<file path="config.mk">
export PLATFORM = sky130hd
export DESIGN_NAME = sdram_port_arbiter
export DESIGN_NICKNAME = d
export VERILOG_FILES = /design/src/rtl/sdram_port_arbiter.sv
export SDC_FILE = /design/constraint.sdc
export NUM_CORES = 1
export LEC_CHECK = 0
export ABC_AREA = 1
export CAP_MARGIN = 30
export CORE_MARGIN = 3
export CORE_UTILIZATION = 65
export CTS_BUF_LIST = sky130_fd_sc_hd__clkbuf_16
export DETAILED_ROUTE_END_ITERATION = 10
export DONT_BUFFER_PORTS = 1
export PLACE_DENSITY_LB_ADDON = 0.15
export SLEW_MARGIN = 25
export SYNTH_ARGS = -nofsm -noshare
export SYNTH_HDL_FRONTEND = slang
export SYNTH_SLANG_ARGS = --single-unit
export TNS_END_PERCENT = 20
</file>
<file path="constraint.sdc">
create_clock -name clk -period 4 [get_ports clk]
set_clock_uncertainty 0.2 [all_clocks]
set_input_delay 0.8 -clock clk [delete_from_list [all_inputs] [get_ports clk]]
set_output_delay 0.8 -clock clk [all_outputs]
set_load 0.01 [all_outputs]
</file>
<file path="src/rtl/sdram_port_arbiter.sv">
// Two-port round-robin arbiter in front of the SDRAM controller FIFOs.
// Optional stall counters are built when SDRAM_ARB_PERF_EN is defined.
module sdram_port_arbiter #(
    parameter int TAG_DEPTH = 8,
    parameter int PERF_W    = 16
) (
    input  logic              clk,
    input  logic              reset_i,
    input  logic              p0_req_i,
    input  logic              p0_we_i,
    input  logic [23:0]       p0_addr_i,
    input  logic [15:0]       p0_data_i,
    output logic              p0_ack_o,
    output logic [15:0]       p0_rdata_o,
    output logic              p0_rvalid_o,
    input  logic              p1_req_i,
    input  logic              p1_we_i,
    input  logic [23:0]       p1_addr_i,
    input  logic [15:0]       p1_data_i,
    output logic              p1_ack_o,
    output logic [15:0]       p1_rdata_o,
    output logic              p1_rvalid_o,
    output logic [40:0]       writer_d_o,
    output logic              writer_enq_o,
    input  logic              writer_full_i,
    input  logic [15:0]       reader_q_i,
    output logic              reader_deq_o,
    input  logic              reader_empty_i,
    output logic              orphan_err_o,
    output logic [PERF_W-1:0] p0_stall_cnt_o,
    output logic [PERF_W-1:0] p1_stall_cnt_o
);

    localparam int AW = $clog2(TAG_DEPTH);

    typedef enum logic {
        ARB,
        HOLD
    } cmd_state_t;

    typedef enum logic [1:0] {
        R_IDLE,
        R_WAIT,
        R_DELIVER
    } ret_state_t;

    cmd_state_t cmd_state, cmd_next;
    ret_state_t ret_state, ret_next;

    logic [TAG_DEPTH-1:0] tag_mem;
    logic [AW:0]          tag_wp, tag_rp;
    logic                 tag_full, tag_empty, tag_head;
    logic                 tag_push, tag_pop;

    logic        elig0, elig1, grant, gnt_sel, gnt_we;
    logic [40:0] gnt_word;
    logic        last_grant;

    logic        capture, deliver;
    logic [15:0] rdata_q;
    logic        cap_tag, cap_ok;

    // Tag FIFO status; the extra pointer bit separates full from empty
    assign tag_empty = (tag_wp == tag_rp);
    assign tag_full  = (tag_wp[AW] != tag_rp[AW]) &&
                       (tag_wp[AW-1:0] == tag_rp[AW-1:0]);
    assign tag_head  = tag_mem[tag_rp[AW-1:0]];

    // Tag FIFO pointers; simultaneous push and pop both take effect
    always_ff @(posedge clk) begin
        if (reset_i) begin
            tag_wp <= '0;
            tag_rp <= '0;
        end else begin
            if (tag_push) tag_wp <= tag_wp + 1'b1;
            if (tag_pop)  tag_rp <= tag_rp + 1'b1;
        end
    end

    // Tag storage: the issuing port id of each outstanding read
    always_ff @(posedge clk) begin
        if (tag_push) tag_mem[tag_wp[AW-1:0]] <= gnt_sel;
    end

    // Command FSM state register
    always_ff @(posedge clk) begin
        if (reset_i) cmd_state <= ARB;
        else         cmd_state <= cmd_next;
    end

    // Command FSM next state: every grant is followed by one HOLD cycle
    always_comb begin
        cmd_next = cmd_state;
        unique case (cmd_state)
            ARB:  if (grant) cmd_next = HOLD;
            HOLD: cmd_next = ARB;
            default: cmd_next = ARB;
        endcase
    end

    // Command FSM outputs: eligibility and round-robin pick
    always_comb begin
        elig0    = p0_req_i && !writer_full_i && (p0_we_i || !tag_full);
        elig1    = p1_req_i && !writer_full_i && (p1_we_i || !tag_full);
        grant    = (cmd_state == ARB) && (elig0 || elig1);
        gnt_sel  = (elig0 && elig1) ? ~last_grant : elig1;
        gnt_we   = gnt_sel ? p1_we_i : p0_we_i;
        gnt_word = gnt_sel ? {p1_we_i, p1_addr_i, p1_data_i}
                           : {p0_we_i, p0_addr_i, p0_data_i};
        tag_push = grant && !gnt_we;
    end

    // Registered command strobe, word, acks and round-robin history
    always_ff @(posedge clk) begin
        if (reset_i) begin
            writer_enq_o <= 1'b0;
            writer_d_o   <= '0;
            p0_ack_o     <= 1'b0;
            p1_ack_o     <= 1'b0;
            last_grant   <= 1'b1;
        end else begin
            writer_enq_o <= grant;
            p0_ack_o     <= grant && !gnt_sel;
            p1_ack_o     <= grant && gnt_sel;
            if (grant) begin
                writer_d_o <= gnt_word;
                last_grant <= gnt_sel;
            end
        end
    end

    // Read-return FSM state register
    always_ff @(posedge clk) begin
        if (reset_i) ret_state <= R_IDLE;
        else         ret_state <= ret_next;
    end

    // Read-return FSM next state: dequeue, capture, deliver
    always_comb begin
        ret_next = ret_state;
        unique case (ret_state)
            R_IDLE:    if (!reader_empty_i) ret_next = R_WAIT;
            R_WAIT:    ret_next = R_DELIVER;
            R_DELIVER: ret_next = R_IDLE;
            default:   ret_next = R_IDLE;
        endcase
    end

    // Read-return FSM outputs
    always_comb begin
        reader_deq_o = (ret_state == R_IDLE) && !reader_empty_i;
        capture      = (ret_state == R_WAIT);
        deliver      = (ret_state == R_DELIVER);
        tag_pop      = deliver && cap_ok;
        p0_rvalid_o  = deliver && cap_ok && !cap_tag;
        p1_rvalid_o  = deliver && cap_ok && cap_tag;
    end

    // Capture returned data with its tag; untagged data is dropped
    always_ff @(posedge clk) begin
        if (reset_i) begin
            rdata_q      <= '0;
            cap_tag      <= 1'b0;
            cap_ok       <= 1'b0;
            orphan_err_o <= 1'b0;
        end else if (capture) begin
            cap_tag <= tag_head;
            cap_ok  <= !tag_empty;
            if (tag_empty) orphan_err_o <= 1'b1;
            else           rdata_q      <= reader_q_i;
        end
    end

    assign p0_rdata_o = rdata_q;
    assign p1_rdata_o = rdata_q;

`ifdef SDRAM_ARB_PERF_EN
    logic [PERF_W-1:0] stall0, stall1;

    // Saturating count of cycles a port waits with no ack
    always_ff @(posedge clk) begin
        if (reset_i) begin
            stall0 <= '0;
            stall1 <= '0;
        end else begin
            if (p0_req_i && !p0_ack_o && stall0 != '1)
                stall0 <= stall0 + 1'b1;
            if (p1_req_i && !p1_ack_o && stall1 != '1)
                stall1 <= stall1 + 1'b1;
        end
    end

    assign p0_stall_cnt_o = stall0;
    assign p1_stall_cnt_o = stall1;
`else
    assign p0_stall_cnt_o = '0;
    assign p1_stall_cnt_o = '0;
`endif

endmodule

</file>
==> results.yml <==
status:
  status: "completed"
timing:
  fmax_ghz: 0.365
  finalCritPeriodShare: 0.685
  setup_violations: 0
  timing.slew.headroom: 0.611
  rsz0062_at_grt: "no"
  drv_slew: 0
  fin_crit_ps: 2740
  worst_slew_pin_slew_ps: 581
  finalSetupTns_ps: 0
  hold_viol: 0
logic_synthesis:
  syn_inst: 522
  synth-seq-cells: 83
  synth_warnings: 0
  syn_area_per_cell_um2: 7.76
  synth_area_um2: 4050
  yosysSeqAreaShare: 0.430
  ys_types: 36
pwr:
  switchingPower_mw: 0.554
  peakVddDrop_mv: 0.322
  p_comb_frac: 0.090
  power-per-cell-area_nw_per_um2: 490
  clkPwrFrac: 0.425
  power_leakage_nw: 1.94
  switching_share: 0.276
  pwr-share-seq: 0.485
  p_int_mw: 1.45
critical_path:
  worst_setup_path_end_kind: "flop"
  path_max_fanout: 27
  r2r_start: "tag_rp[1]"
  rr_endpoint: "writer_d_o[12]"
  crit_arrival_ps: 2810
  r2r_cells: 13
  cp-start-kind: "flop"
  r2r_slack_ps: 1260
  path_class: "flop to flop"
  required_ps: 4070
finish:
  final-seq-area_um2: 1740
  most-common-layout-cells: "134 x nand2_1, 75 x dfxtp_1, 60 x nor2_1"
  fillerInstances: 530
  antenna_cells: 0
  fin_nets: 602
  multi_input_area_um2: 1830
  final_area_um2: 4090
  drive_gt1_frac: 0.154
  syn2layout_area_growth_pct: 0.988
  layout_commonest_cell: "nand2_1"
clock_tree:
  numCtsBuffers: 9
  cts_tree: "yes"
  clk_path_buf_depth: 2
  clock_sinks: 83
  clkLatencyLatePin_ps: 330
  root_buffer: "clkbuf_16"
  cts_setup_buffers: 0
  path_clk_slew_ps: 70
  cts_resized: 0
  postCtsHoldBufs: 0
  htree_levels: 3
global_route:
  grt_max_degree: 44
  grt_overflow: 0
  track_usage: 0.239
  grt_pass1_vias: 2928
  antenna_found_initial: 0
  grt_pass1_wl_um: 13900
routing:
  viasPerCell: 5.35
  drc: 0
  routedWlPerCell_um: 15.5
  ant_nets: 0
  drt_iter0_markers: 150
  vias: 3079
  firstDrtPassIters: 4
  routed_wl_um: 8910
placed_design:
  port_buffers: 0
  gp_congestion: 0.785
  place_area_um2: 3780
  hpwl_um: 6380
floorplanning:
  ioPinCount: 216
  dieArea_um2: 7220
  num_rows: 28
  die_w_um: 85.0
  die_h_um: 85.0
  core_area_um2: 5990
  initial_core_util: 0.676
flow_run:
  maxCapViolations: 0
hold_path:
  worstHoldEndpoint: "ret_state[0]"
  min-delay-start: "ret_state[0]"
  hold_class: "flop to flop"
  hold-path-cell-count: 1
kinds of logic after synthesis:
kind of cell	Yosys count	share of synthesized area
adders and majority gates	2	0.00617
AOI/OAI and AO/OA	36	0.0466
and+or+nand+nor	301	0.359
xor gates and xnor gates	4	0.0105
DFF	83	0.430
other	1	0.000925
buffers and inverters	95	0.147
per-stage QoR:
step | hold WS [ps] | setup WS, ps | std cells | power, mW | utilization
2_1_floorplan | 219 | 1720 | 553 | 1.17 | -
3_3_place_gp | 232 | 1320 | 560 | 1.16 | 0.632
3_5_place_dp | 265 | 1260 | 560 | 1.17 | 0.632
4_1_cts | 276 | 1240 | 576 | 2.02 | 0.683
5_1_grt | 301 | 995 | 576 | 2.09 | 0.683
6_report | 276 | 1260 | 576 | 2.00 | 0.683
critical path: stages, from the launching register on:
cell and delay (ps):
dfxtp_1 440, inv_1 130, nand2_1 100, nand2_2 70, nor2_4 120, nand4_1 80, nand2_1 120, inv_2 50
nand2_2 70, inv_2 190, nor3_4 520, buf_4 390, nand2_1 110, nand3_2 70
sequential cells by signal, indices dropped and copies added (netlist names):
signal and cells:
tag_wp 4, writer_enq_o 1, p0_rdata_o 16, last_grant 1, orphan_err_o 1, ret_state 2
tag_rp 4, cmd_state 1, p0_ack_o 1, cap_tag 1, p1_ack_o 1, tag_mem 8
writer_d_o 41, cap_ok 1
power by group through the flow:
stage               clock network [mW]  registers (mW)  logic, mW
floorplan                            0           0.969      0.202
global placement                     0           0.990      0.175
CTS                              0.866           0.972      0.182
global route                     0.899           0.978      0.210
finish                           0.852           0.972      0.181
detailed placement                   0           0.991      0.181
Yosys cell counts (all sizes together):
library cell / instances / area, µm²
a21oi: 7 / 35.0
a31oi: 1 / 6.26
buf: 64 / 479
clkbuf: 8 / 30.0
conb: 1 / 3.75
dfxtp: 75 / 1500
edfxtp: 8 / 240
ha: 2 / 25.0
inv: 23 / 86.3
nand2: 159 / 664
nand3: 69 / 450
nand3b: 1 / 7.51
nand4: 5 / 37.5
nor2: 62 / 257
nor3: 3 / 26.3
nor4: 1 / 6.26
o211ai: 1 / 7.51
o21ai: 25 / 125
o221ai: 1 / 8.76
o22ai: 1 / 6.26
or2: 1 / 6.26
xnor2: 2 / 25.0
xor2: 2 / 17.5
layout make-up:
class                           instances  share of cell area
Multi-Input combinational cell        375               0.448
Clock buffer                            9              0.0550
Inverter                               23              0.0211
Sequential cell                        83               0.426
Tap cell                               75              0.0229
Clock inverter                          7              0.0205
Timing Repair Buffer                    4             0.00734
worst max-delay path by stage:
stage | startpoint | endpoint | slack, ps | depth (start not counted)
after floorplan | p0_req_i | tag_mem[3] | 1720 | 8
after global placement | p0_req_i | writer_d_o[19] | 1320 | 9
after detailed placement | p0_req_i | writer_d_o[12] | 1260 | 9
after CTS | tag_rp[1] | writer_d_o[12] | 1240 | 13
after global routing | tag_rp[1] | writer_d_o[25] | 1000 | 13
final | tag_rp[1] | writer_d_o[12] | 1260 | 13
per-layer routing:
metal	vias to the layer above	part of all wire	global-route usage
met5	-	0	0
met4	0	0.027	0.105
met3	20	0.090	0.0864
met2	136	0.49	0.391
met1	1378	0.39	0.283
li1	1545	-	-
No activity file was read; power rests on OpenSTA's default activity.
